## config.mk

```make
export PLATFORM = sky130hd
export DESIGN_NAME = shift_ram_fifo_ctrl_flat
export DESIGN_NICKNAME = d
export VERILOG_FILES = /design/src/rtl/shift_ram_fifo_if.sv /design/src/rtl/shift_ram_fifo_ctrl.sv /design/src/flat_wrapper.sv
export SDC_FILE = /design/constraint.sdc
export NUM_CORES = 1
export LEC_CHECK = 0
export BUFFER_PORTS_ARGS = -buffer_cell sky130_fd_sc_hd__buf_2
export CAP_MARGIN = 20
export CORE_ASPECT_RATIO = 1.2
export CORE_UTILIZATION = 40
export CTS_CLUSTER_SIZE = 24
export DETAILED_ROUTE_END_ITERATION = 16
export GPL_TIMING_DRIVEN = 0
export HOLD_SLACK_MARGIN = 0.12
export PLACE_DENSITY = 0.8
export SYNTH_ARGS = -nofsm -noshare
export SYNTH_HDL_FRONTEND = slang
export SYNTH_SLANG_ARGS = --single-unit
```

## constraint.sdc

```tcl
create_clock -name CLK -period 3.7 [get_ports CLK]
set_input_delay 1.11 -clock CLK [delete_from_list [all_inputs] [get_ports CLK]]
set_output_delay 1.11 -clock CLK [all_outputs]
set_load 0.1 [all_outputs]
```

## src/rtl/shift_ram_fifo_if.sv

```systemverilog
// Bus bundle for shift_ram_fifo_ctrl: FIFO user side plus the external shift RAM side.
// FLUSH exists only when SHIFT_RAM_FIFO_FLUSH_EN is defined.
interface shift_ram_fifo_if #(
    parameter int C_WIDTH      = 16,
    parameter int C_ADDR_WIDTH = 4
);
    logic                    WR_EN;
    logic [C_WIDTH-1:0]      WR_DATA;
    logic                    FULL;
    logic                    AFULL;
    logic                    RD_EN;
    logic [C_WIDTH-1:0]      RD_DATA;
    logic                    RD_VALID;
    logic [C_ADDR_WIDTH+1:0] COUNT;
    logic                    OVERFLOW;
    logic                    UNDERFLOW;
    logic [C_WIDTH-1:0]      SR_D;
    logic                    SR_CE;
    logic [C_ADDR_WIDTH-1:0] SR_A;
    logic [C_WIDTH-1:0]      SR_Q;
`ifdef SHIFT_RAM_FIFO_FLUSH_EN
    logic                    FLUSH;

    // Controller view.
    modport slave (
        input  WR_EN, WR_DATA, RD_EN, SR_Q, FLUSH,
        output FULL, AFULL, RD_DATA, RD_VALID, COUNT, OVERFLOW, UNDERFLOW,
               SR_D, SR_CE, SR_A
    );

    // User plus shift RAM view.
    modport master (
        output WR_EN, WR_DATA, RD_EN, SR_Q, FLUSH,
        input  FULL, AFULL, RD_DATA, RD_VALID, COUNT, OVERFLOW, UNDERFLOW,
               SR_D, SR_CE, SR_A
    );
`else
    // Controller view.
    modport slave (
        input  WR_EN, WR_DATA, RD_EN, SR_Q,
        output FULL, AFULL, RD_DATA, RD_VALID, COUNT, OVERFLOW, UNDERFLOW,
               SR_D, SR_CE, SR_A
    );

    // User plus shift RAM view.
    modport master (
        output WR_EN, WR_DATA, RD_EN, SR_Q,
        input  FULL, AFULL, RD_DATA, RD_VALID, COUNT, OVERFLOW, UNDERFLOW,
               SR_D, SR_CE, SR_A
    );
`endif
endinterface

```

## src/rtl/shift_ram_fifo_ctrl.sv

```systemverilog
// FWFT FIFO controller around an external variable-tap shift RAM with a one-word output register.
// Optional synchronous FLUSH input is enabled by defining SHIFT_RAM_FIFO_FLUSH_EN.
module shift_ram_fifo_ctrl #(
    parameter int C_WIDTH        = 16,
    parameter int C_ADDR_WIDTH   = 4,
    parameter int C_DEPTH        = 16,
    parameter int C_AFULL_THRESH = 12
) (
    input  logic             CLK,
    input  logic             SCLR_N,
    shift_ram_fifo_if.slave  bus
);

    localparam int CNT_W   = C_ADDR_WIDTH + 1;
    localparam int COUNT_W = C_ADDR_WIDTH + 2;

    localparam logic [CNT_W-1:0]   DEPTH_C = CNT_W'(C_DEPTH);
    localparam logic [COUNT_W-1:0] AFULL_C = COUNT_W'(C_AFULL_THRESH);

    typedef enum logic [1:0] {
        EMPTY,   // nothing in RAM, output register empty
        PRIMED,  // nothing in RAM, output register holds a word
        STREAM,  // RAM partially filled
        FULLST   // RAM holds C_DEPTH words
    } state_t;

    state_t               state_q, state_next;
    logic [CNT_W-1:0]     cnt_q, cnt_next;
    logic                 rd_valid_q, rd_valid_next;
    logic [C_WIDTH-1:0]   rd_data_q;
    logic [COUNT_W-1:0]   count_q, count_next;
    logic                 afull_q;
    logic                 overflow_q;
    logic                 underflow_q;

    logic                 flush;
    logic                 full;
    logic                 wr_acc;
    logic                 pop;
    logic                 load;
    logic [C_ADDR_WIDTH-1:0] sr_a;

`ifdef SHIFT_RAM_FIFO_FLUSH_EN
    assign flush = bus.FLUSH;
`else
    assign flush = 1'b0;
`endif

    assign full = (state_q == FULLST);

    // NOTE: every signal gets a value at the top of always_comb so no path can infer a latch.
    always_comb begin
        // SR_CE must stay low during reset and flush so the RAM never shifts a discarded word.
        wr_acc        = bus.WR_EN & ~full & SCLR_N & ~flush;
        pop           = bus.RD_EN & rd_valid_q;
        load          = (~rd_valid_q | pop) & (cnt_q != '0);
        cnt_next      = cnt_q + CNT_W'(wr_acc) - CNT_W'(load);
        rd_valid_next = load | (rd_valid_q & ~pop);

        if (flush) begin
            cnt_next      = '0;
            rd_valid_next = 1'b0;
        end

        count_next = COUNT_W'(cnt_next) + COUNT_W'(rd_valid_next);

        if (cnt_next == DEPTH_C) begin
            state_next = FULLST;
        end else if (cnt_next != '0) begin
            state_next = STREAM;
        end else if (rd_valid_next) begin
            state_next = PRIMED;
        end else begin
            state_next = EMPTY;
        end
    end

    // Oldest stored word sits at tap cnt-1; the tap is read before this edge's shift.
    always_comb begin
        sr_a = '0;
        if (cnt_q != '0) begin
            sr_a = C_ADDR_WIDTH'(cnt_q - CNT_W'(1));
        end
    end

    // NOTE: sequential state uses non-blocking assignments so every register samples pre-edge values.
    // NOTE: the shift RAM itself is never cleared; cnt=0 makes its contents unreachable.
    always_ff @(posedge CLK) begin
        if (!SCLR_N) begin
            state_q     <= EMPTY;
            cnt_q       <= '0;
            rd_valid_q  <= 1'b0;
            rd_data_q   <= '0;
            count_q     <= '0;
            afull_q     <= 1'b0;
            overflow_q  <= 1'b0;
            underflow_q <= 1'b0;
        end else begin
            state_q     <= state_next;
            cnt_q       <= cnt_next;
            rd_valid_q  <= rd_valid_next;
            count_q     <= count_next;
            afull_q     <= (count_next >= AFULL_C);
            overflow_q  <= bus.WR_EN & full & ~flush;
            underflow_q <= bus.RD_EN & ~rd_valid_q & ~flush;
            if (load && !flush) begin
                rd_data_q <= bus.SR_Q;
            end
        end
    end

    assign bus.FULL      = full;
    assign bus.AFULL     = afull_q;
    assign bus.RD_DATA   = rd_data_q;
    assign bus.RD_VALID  = rd_valid_q;
    assign bus.COUNT     = count_q;
    assign bus.OVERFLOW  = overflow_q;
    assign bus.UNDERFLOW = underflow_q;
    assign bus.SR_D      = bus.WR_DATA;
    assign bus.SR_CE     = wr_acc;
    assign bus.SR_A      = sr_a;

endmodule
```

## src/flat_wrapper.sv

```systemverilog
// flat-port wrapper written by rule: the top's interface ports become plain ports
module shift_ram_fifo_ctrl_flat 
#(
    parameter int C_WIDTH        = 16,
    parameter int C_ADDR_WIDTH   = 4,
    parameter int C_DEPTH        = 16,
    parameter int C_AFULL_THRESH = 12
)
  (CLK, SCLR_N, bus_WR_EN, bus_WR_DATA, bus_RD_EN, bus_SR_Q, bus_FULL, bus_AFULL, bus_RD_DATA, bus_RD_VALID, bus_COUNT, bus_OVERFLOW, bus_UNDERFLOW, bus_SR_D, bus_SR_CE, bus_SR_A);
  shift_ram_fifo_if #(.C_WIDTH(C_WIDTH), .C_ADDR_WIDTH(C_ADDR_WIDTH)) bus_i ();
  input  logic CLK;
  input  logic SCLR_N;
  input wire logic [$bits(bus_i.WR_EN)-1:0] bus_WR_EN;
  input wire logic [$bits(bus_i.WR_DATA)-1:0] bus_WR_DATA;
  input wire logic [$bits(bus_i.RD_EN)-1:0] bus_RD_EN;
  input wire logic [$bits(bus_i.SR_Q)-1:0] bus_SR_Q;
  output wire logic [$bits(bus_i.FULL)-1:0] bus_FULL;
  output wire logic [$bits(bus_i.AFULL)-1:0] bus_AFULL;
  output wire logic [$bits(bus_i.RD_DATA)-1:0] bus_RD_DATA;
  output wire logic [$bits(bus_i.RD_VALID)-1:0] bus_RD_VALID;
  output wire logic [$bits(bus_i.COUNT)-1:0] bus_COUNT;
  output wire logic [$bits(bus_i.OVERFLOW)-1:0] bus_OVERFLOW;
  output wire logic [$bits(bus_i.UNDERFLOW)-1:0] bus_UNDERFLOW;
  output wire logic [$bits(bus_i.SR_D)-1:0] bus_SR_D;
  output wire logic [$bits(bus_i.SR_CE)-1:0] bus_SR_CE;
  output wire logic [$bits(bus_i.SR_A)-1:0] bus_SR_A;
  assign bus_i.WR_EN = bus_WR_EN;
  assign bus_i.WR_DATA = bus_WR_DATA;
  assign bus_i.RD_EN = bus_RD_EN;
  assign bus_i.SR_Q = bus_SR_Q;
  assign bus_FULL = bus_i.FULL;
  assign bus_AFULL = bus_i.AFULL;
  assign bus_RD_DATA = bus_i.RD_DATA;
  assign bus_RD_VALID = bus_i.RD_VALID;
  assign bus_COUNT = bus_i.COUNT;
  assign bus_OVERFLOW = bus_i.OVERFLOW;
  assign bus_UNDERFLOW = bus_i.UNDERFLOW;
  assign bus_SR_D = bus_i.SR_D;
  assign bus_SR_CE = bus_i.SR_CE;
  assign bus_SR_A = bus_i.SR_A;
  shift_ram_fifo_ctrl #(.C_WIDTH(C_WIDTH), .C_ADDR_WIDTH(C_ADDR_WIDTH), .C_DEPTH(C_DEPTH), .C_AFULL_THRESH(C_AFULL_THRESH)) u_core (.CLK(CLK), .SCLR_N(SCLR_N), .bus(bus_i));
endmodule
```

==> flow_metrics.env, run 1 <==
export IMPL_status="finished, final reports clean"
export IMPL_fin_crit_ns=3.53
export IMPL_ys_ff_latch=33
export IMPL_grt_max_degree=11
export IMPL_layout_drive_gt1_share_pct=40.3
export IMPL_die_h_um=69.8
export IMPL_critPathMaxStageDelay_ns=0.65
export IMPL_place_ws_ns=-0.327
export IMPL_synth_flop_cell="dfxtp_1"
export IMPL_cp_data_arrival_time_ns=3.69
export IMPL_cap_violations=0
export IMPL_grt_pass1_vias=1237
export IMPL_cts_made_buffers=5
export IMPL_fillers=365
export IMPL_clkLatencyLatePin_ns=0.28
export IMPL_relSlewSlack_pct=67.4
export IMPL_dieArea_sq_um=4080
export IMPL_final_nets=300
export IMPL_critical_path_max_fanout=17
export IMPL_whs_ns=0.436
export IMPL_wl_per_cell_um=10.2
export IMPL_clock_fmax_ghz=0.283
export IMPL_multiInputGateArea_sq_um=694
export IMPL_start_kind="input port"
export IMPL_finish_utilization_pct=56.8
export IMPL_synth_area_leaders="dfxtp_1 (43%), nand2_1 (9.3%), ha_1 (9.0%)"
export IMPL_ctsHoldBuffers=0
export IMPL_critPathCaptureType="flip-flop"
export IMPL_tightest_slew_ns=0.493
export IMPL_setup_slack_ns=0.170
export IMPL_die_w_um=58.5
export IMPL_period_share_pct=95.4
export IMPL_place_area_sq_um=1940
export IMPL_synth_edff_count=0
export IMPL_postRouteAntennaNets=0
export IMPL_dr_first_iter_drc_count=49
export IMPL_antenna_cells=0
export IMPL_syn_mean_instance_area_sq_um=8.61
export IMPL_synth_area_sq_um=1530
export IMPL_routabilityCongestion=0.725
export IMPL_clockRootBuffer="clkbuf_8"
export IMPL_place_hpwl_mm=2.36
export IMPL_hold_class="flip-flop to flip-flop"
export IMPL_start_util_pct=41.8
export IMPL_setup_viol=0
export IMPL_overflow=0
export IMPL_drv_slew=0
export IMPL_cts_sinks=33
export IMPL_vias=1356
export IMPL_crit_chain="buf_2, inv_1, nand2_1, nand2b_1, buf_6, clkinv_4, ha_1, inv_1, ha_1, fa_2, ha_4, nand3_1, mux2i_1, xor2_1, o221ai_2"
export IMPL_cts_tree="yes"
export IMPL_worstSetupPathType="input port to flip-flop"
export IMPL_clk_path_buf_depth=2
export IMPL_rows=24
export IMPL_routed_wirelength_mm=3.10
export IMPL_synth_warnings=0
export IMPL_synth_largest_area_cell="dfxtp_1"
export IMPL_yosysTopAreaCellShare_pct=43.1
export IMPL_finClkSkew_ns=0.00551
export IMPL_synth_fp_nets=226
export IMPL_cp_required_ns=3.86
export IMPL_netlist_cell_type_count=28
export IMPL_regArea_sq_um=661
export IMPL_finalHoldViolations=0
export IMPL_antenna_found_initial=0
export IMPL_first_pass_iters=2
export IMPL_grt_usage_pct=16.6
export IMPL_synthCells=178
export IMPL_ios=84
export IMPL_r2r_slack_ns=0.28
export IMPL_finish_instance_area_sq_um=2080
export IMPL_io_buffers=67
export IMPL_cpMaxStageDelayCell="fa_2"
export IMPL_clk_pin_slew_ns=0.07
export IMPL_ys_seq_area_share_pct=43.1
export IMPL_htree_levels=2
export IMPL_ys_async_sr_fraction_pct=0
export IMPL_grt_pass1_wl_mm=5.05
export IMPL_areaGrowthSynthToFinish_pct=35.8
export IMPL_vias_per_cell=4.45
export IMPL_core_sq_um=3660
export IMPL_drc_errors=0
==> metrics by stage <==
| stage | TNS (ns) | instances |
|---|---|---|
| finish | 0 | 305 |
| global route | -0.00230 | 305 |
| CTS | 0 | 305 |
| detailed placement | -1.13 | 297 |
| global placement | -0.897 | 297 |
| floorplan | 0 | 178 |
==> layout make-up <==
cell class,instances,share of cell area (%)
inverter,13,2.58
clock inverter,1,1.44
sequential,33,31.7
buffer,21,7.15
tap,52,3.12
timing repair buffer,68,16.5
clock buffer,7,4.15
multi-input combinational,110,33.4
==> cells in the final DEF, fill, tap and decap left out, drive strengths merged <==
cell | netlist | routed
inv | 11 | 11
nand3b | 1 | 1
nand2b | 2 | 2
a21oi | 19 | 19
nand3 | 3 | 3
o221ai | 1 | 1
nand2 | 38 | 38
o21bai | 1 | 1
or4 | 1 | 1
nor2 | 11 | 11
and3b | 1 | 1
ha | 11 | 11
a31oi | 1 | 1
xor2 | 2 | 2
clkbuf | 2 | 9
dfxtp | 33 | 33
xnor2 | 7 | 7
mux2i | 1 | 1
o211a | 1 | 1
buf | 20 | 87
clkinv | 2 | 2
fa | 1 | 1
bufinv | 0 | 1
and2b | 1 | 1
and2 | 5 | 5
nor3 | 2 | 2
==> flip-flops by register name (all words and copies together) (netlist names) <==
name / count
u_core.bus.AFULL: 1
u_core.bus.COUNT: 6
u_core.bus.OVERFLOW: 1
u_core.bus.RD_DATA: 16
u_core.bus.RD_VALID: 1
u_core.bus.UNDERFLOW: 1
u_core.cnt_q: 5
u_core.state_q: 2
==> repair_timing <==
item                                    in CTS  in global routing
buffers inserted                             0                  1
endpoints found under the setup margin       1                  4
pin swaps                                    0                  1
gates resized for setup                      4                  4
==> cells in the mapped netlist, types with 2 or more instances <==
master,count
nand3_1,3
buf_4,17
xor2_1,2
xnor2_1,7
buf_2,3
nor3_1,2
clkbuf_1,2
nor2_1,11
inv_1,11
nand2b_1,2
and2_1,5
ha_1,11
a21oi_1,18
nand2_1,38
dfxtp_1,33
==> worst paths after layout <==
| kind | startpoint | to | cells after the start |
|---|---|---|---|
| setup / recovery | bus_RD_EN | u_core.bus.AFULL | 15 |
| hold reg to reg | u_core.bus.RD_VALID | u_core.bus.UNDERFLOW | 1 |
| hold / removal | u_core.bus.RD_VALID | u_core.bus.UNDERFLOW | 1 |
| setup reg to reg | u_core.cnt_q[1] | u_core.bus.AFULL | 16 |
==> routing by layer <==
metal	share of wire [%]	vias to the layer above	routed length, um	GRT usage (%)
li1	-	694	-	-
met1	41	600	1290	16.3
met2	49	57	1530	29.9
met3	7.8	5	242	6.16
met4	1.5	0	46	7.94
met5	0	-	0	0
==> worst max-delay path, delay by kind of cell <==
family | cells | cell delay [ns]
simple gates | 3 | 0.25
xor+xnor | 1 | 0.23
buf+inv | 5 | 0.47
fa+ha+maj | 4 | 1.34
mux | 1 | 0.18
compound gates | 1 | 0.12
==> logic make-up after synthesis <==
logic type / count (synthesis) / share of synthesized area [%]
XOR/XNOR: 9 / 5.14
AO/OA/AOI/OAI: 23 / 8.98
adder cells (fa/ha/maj): 12 / 10.3
buffers and inverters: 35 / 13.1
AND/OR/NAND/NOR: 65 / 18.8
multiplexers: 1 / 0.653
flip-flops: 33 / 43.1
Power of run 1 is left out: the tool's default activity adds up to more than one toggle a clock period on the data nets, which glitch-free logic cannot reach.
==> run 2: changes to the inputs <==
--- a/config.mk
+++ b/config.mk
@@ -13,7 +13,7 @@
 export DETAILED_ROUTE_END_ITERATION = 16
 export GPL_TIMING_DRIVEN = 0
 export HOLD_SLACK_MARGIN = 0.12
-export PLACE_DENSITY = 0.8
+export PLACE_DENSITY = 0.85
 export SYNTH_ARGS = -nofsm -noshare
 export SYNTH_HDL_FRONTEND = slang
 export SYNTH_SLANG_ARGS = --single-unit
==> flow_metrics.env, run 2 (synthesis results as in run 1) <==
export IMPL_status="finished, final reports clean"
export IMPL_final_cell_mix="buf_2 (69), nand2_1 (38), dfxtp_1 (33)"
export IMPL_critical_path_max_fanout=10
export IMPL_worstSetupPathType="input port to flip-flop"
export IMPL_min_delay_start="u_core.bus.RD_VALID"
export IMPL_fin_crit_ns=3.51
export IMPL_cp_required_ns=3.87
export IMPL_setup_viol=0
export IMPL_vias=1379
export IMPL_dr_first_iter_drc_count=85
export IMPL_first_pass_iters=4
export IMPL_grt_max_degree=12
export IMPL_htree_levels=2
export IMPL_r2r_start="u_core.cnt_q[1]"
export IMPL_drv_slew=0
export IMPL_clkLatencyLatePin_ns=0.29
export IMPL_drc_errors=0
export IMPL_clockRootBuffer="clkbuf_8"
export IMPL_postCtsSetupBuffers=0
export IMPL_clk_path_buf_depth=2
export IMPL_whs_ns=0.445
export IMPL_place_ws_ns=-0.299
export IMPL_cts_made_buffers=5
export IMPL_grt_pass1_vias=1206
export IMPL_place_hpwl_mm=2.40
export IMPL_clk_pin_slew_ns=0.07
export IMPL_ios=84
export IMPL_finish_utilization_pct=56.0
export IMPL_period_share_pct=95.0
export IMPL_critPathCaptureType="flip-flop"
export IMPL_die_w_um=58.5
export IMPL_cts_sinks=33
export IMPL_regArea_sq_um=661
export IMPL_cts_tree="yes"
export IMPL_hold_class="flip-flop to flip-flop"
export IMPL_start_kind="input port"
export IMPL_postRouteAntennaNets=0
export IMPL_cp_data_arrival_time_ns=3.68
export IMPL_routed_wirelength_mm=3.16
export IMPL_finalHoldViolations=0
export IMPL_multiInputGateArea_sq_um=697
export IMPL_core_sq_um=3660
export IMPL_start_util_pct=41.8
export IMPL_layout_drive_gt1_share_pct=41.1
export IMPL_cap_violations=0
export IMPL_antenna_cells=0
export IMPL_clock_fmax_ghz=0.285
export IMPL_r2r_slack_ns=0.26
export IMPL_dieArea_sq_um=4080
export IMPL_die_h_um=69.8
export IMPL_setup_slack_ns=0.187
export IMPL_cpMaxStageDelayCell="fa_2"
export IMPL_largest_reg_flops=16
export IMPL_grt_pass1_wl_mm=4.98
export IMPL_antenna_found_initial=0
export IMPL_critPathMaxStageDelay_ns=0.62
export IMPL_fillers=354
export IMPL_final_nets=300
export IMPL_vias_per_cell=4.52
export IMPL_relSlewSlack_pct=67.4
export IMPL_cp_startpoint="bus_RD_EN"
export IMPL_crit_chain="buf_2, inv_1, nand2_1, nand2b_1, buf_6, inv_4, buf_4, ha_1, inv_1, ha_2, fa_2, ha_4, nand3_1, mux2i_1, xor2_1, o221ai_2"
export IMPL_routabilityCongestion=0.719
export IMPL_areaGrowthSynthToFinish_pct=33.9
export IMPL_finalSetupTns_ns=0
export IMPL_grt_usage_pct=16.2
export IMPL_rows=24
export IMPL_wl_per_cell_um=10.4
export IMPL_crit_top_cell="inv_1"
export IMPL_layout_commonest_cell="buf_2"
export IMPL_overflow=0
export IMPL_io_buffers=67
export IMPL_finClkSkew_ns=0.00304
export IMPL_tightest_slew_ns=0.493
[run 2: changes by cell type in the layout (fill, tap and decap cells not counted)]
cell	delta
clkinv_2	+2
ha_2	+1
bufinv_16	-1
ha_1	-1
clkbuf_8	-1
clkbuf_1	-1
inv_4	+1
clkinvlp_4	+1
clkinv_4	-1
[run 2: stage by stage]
| stage | instance area [sq um] | std cells |
|---|---|---|
| global placement | 1940 | 297 |
| global route | 2050 | 305 |
| CTS | 2030 | 305 |
| finish | 2050 | 305 |
| detailed placement | 1940 | 297 |
| floorplan | 1540 | 178 |
[run 2: critical path: cells and delay by family]
kind	cells	cell delay, ns
adder cells (fa/ha/maj)	4	1.26
buffers and inverters	6	0.56
AND/OR/NAND/NOR	3	0.24
XOR/XNOR	1	0.24
multiplexers	1	0.17
AO/OA/AOI/OAI	1	0.12
[run 2: final cells by class]
| type | count | area share [%] |
|---|---|---|
| buffer | 22 | 7.62 |
| clock buffer | 5 | 3.35 |
| clock inverter | 3 | 0.854 |
| inverter | 13 | 2.50 |
| multi-input combinational | 110 | 34.0 |
| sequential | 33 | 32.2 |
| tap | 52 | 3.17 |
| timing repair buffer | 67 | 16.3 |
[run 2: timing repair]
item | in CTS | in global routing
hold buffers | 0 | 0
setup endpoints to repair | 1 | 5
pin swaps | 0 | 1
cloned | 0 | 0
gates resized for setup | 2 | 7
[run 2: routing by layer]
layer	share of wire (%)	track usage (%)
met1	42	17.7
met2	48	27.3
met3	8.0	6.16
met4	1.6	7.14
met5	0	0
[run 2: worst paths after layout]
kind / endpoint / cells past startpoint
setup / recovery: u_core.bus.AFULL / 16
hold / removal: u_core.bus.UNDERFLOW / 1
setup reg to reg: u_core.bus.AFULL / 17
hold reg to reg: u_core.bus.UNDERFLOW / 1
Power of run 2 is left out for the same reason.
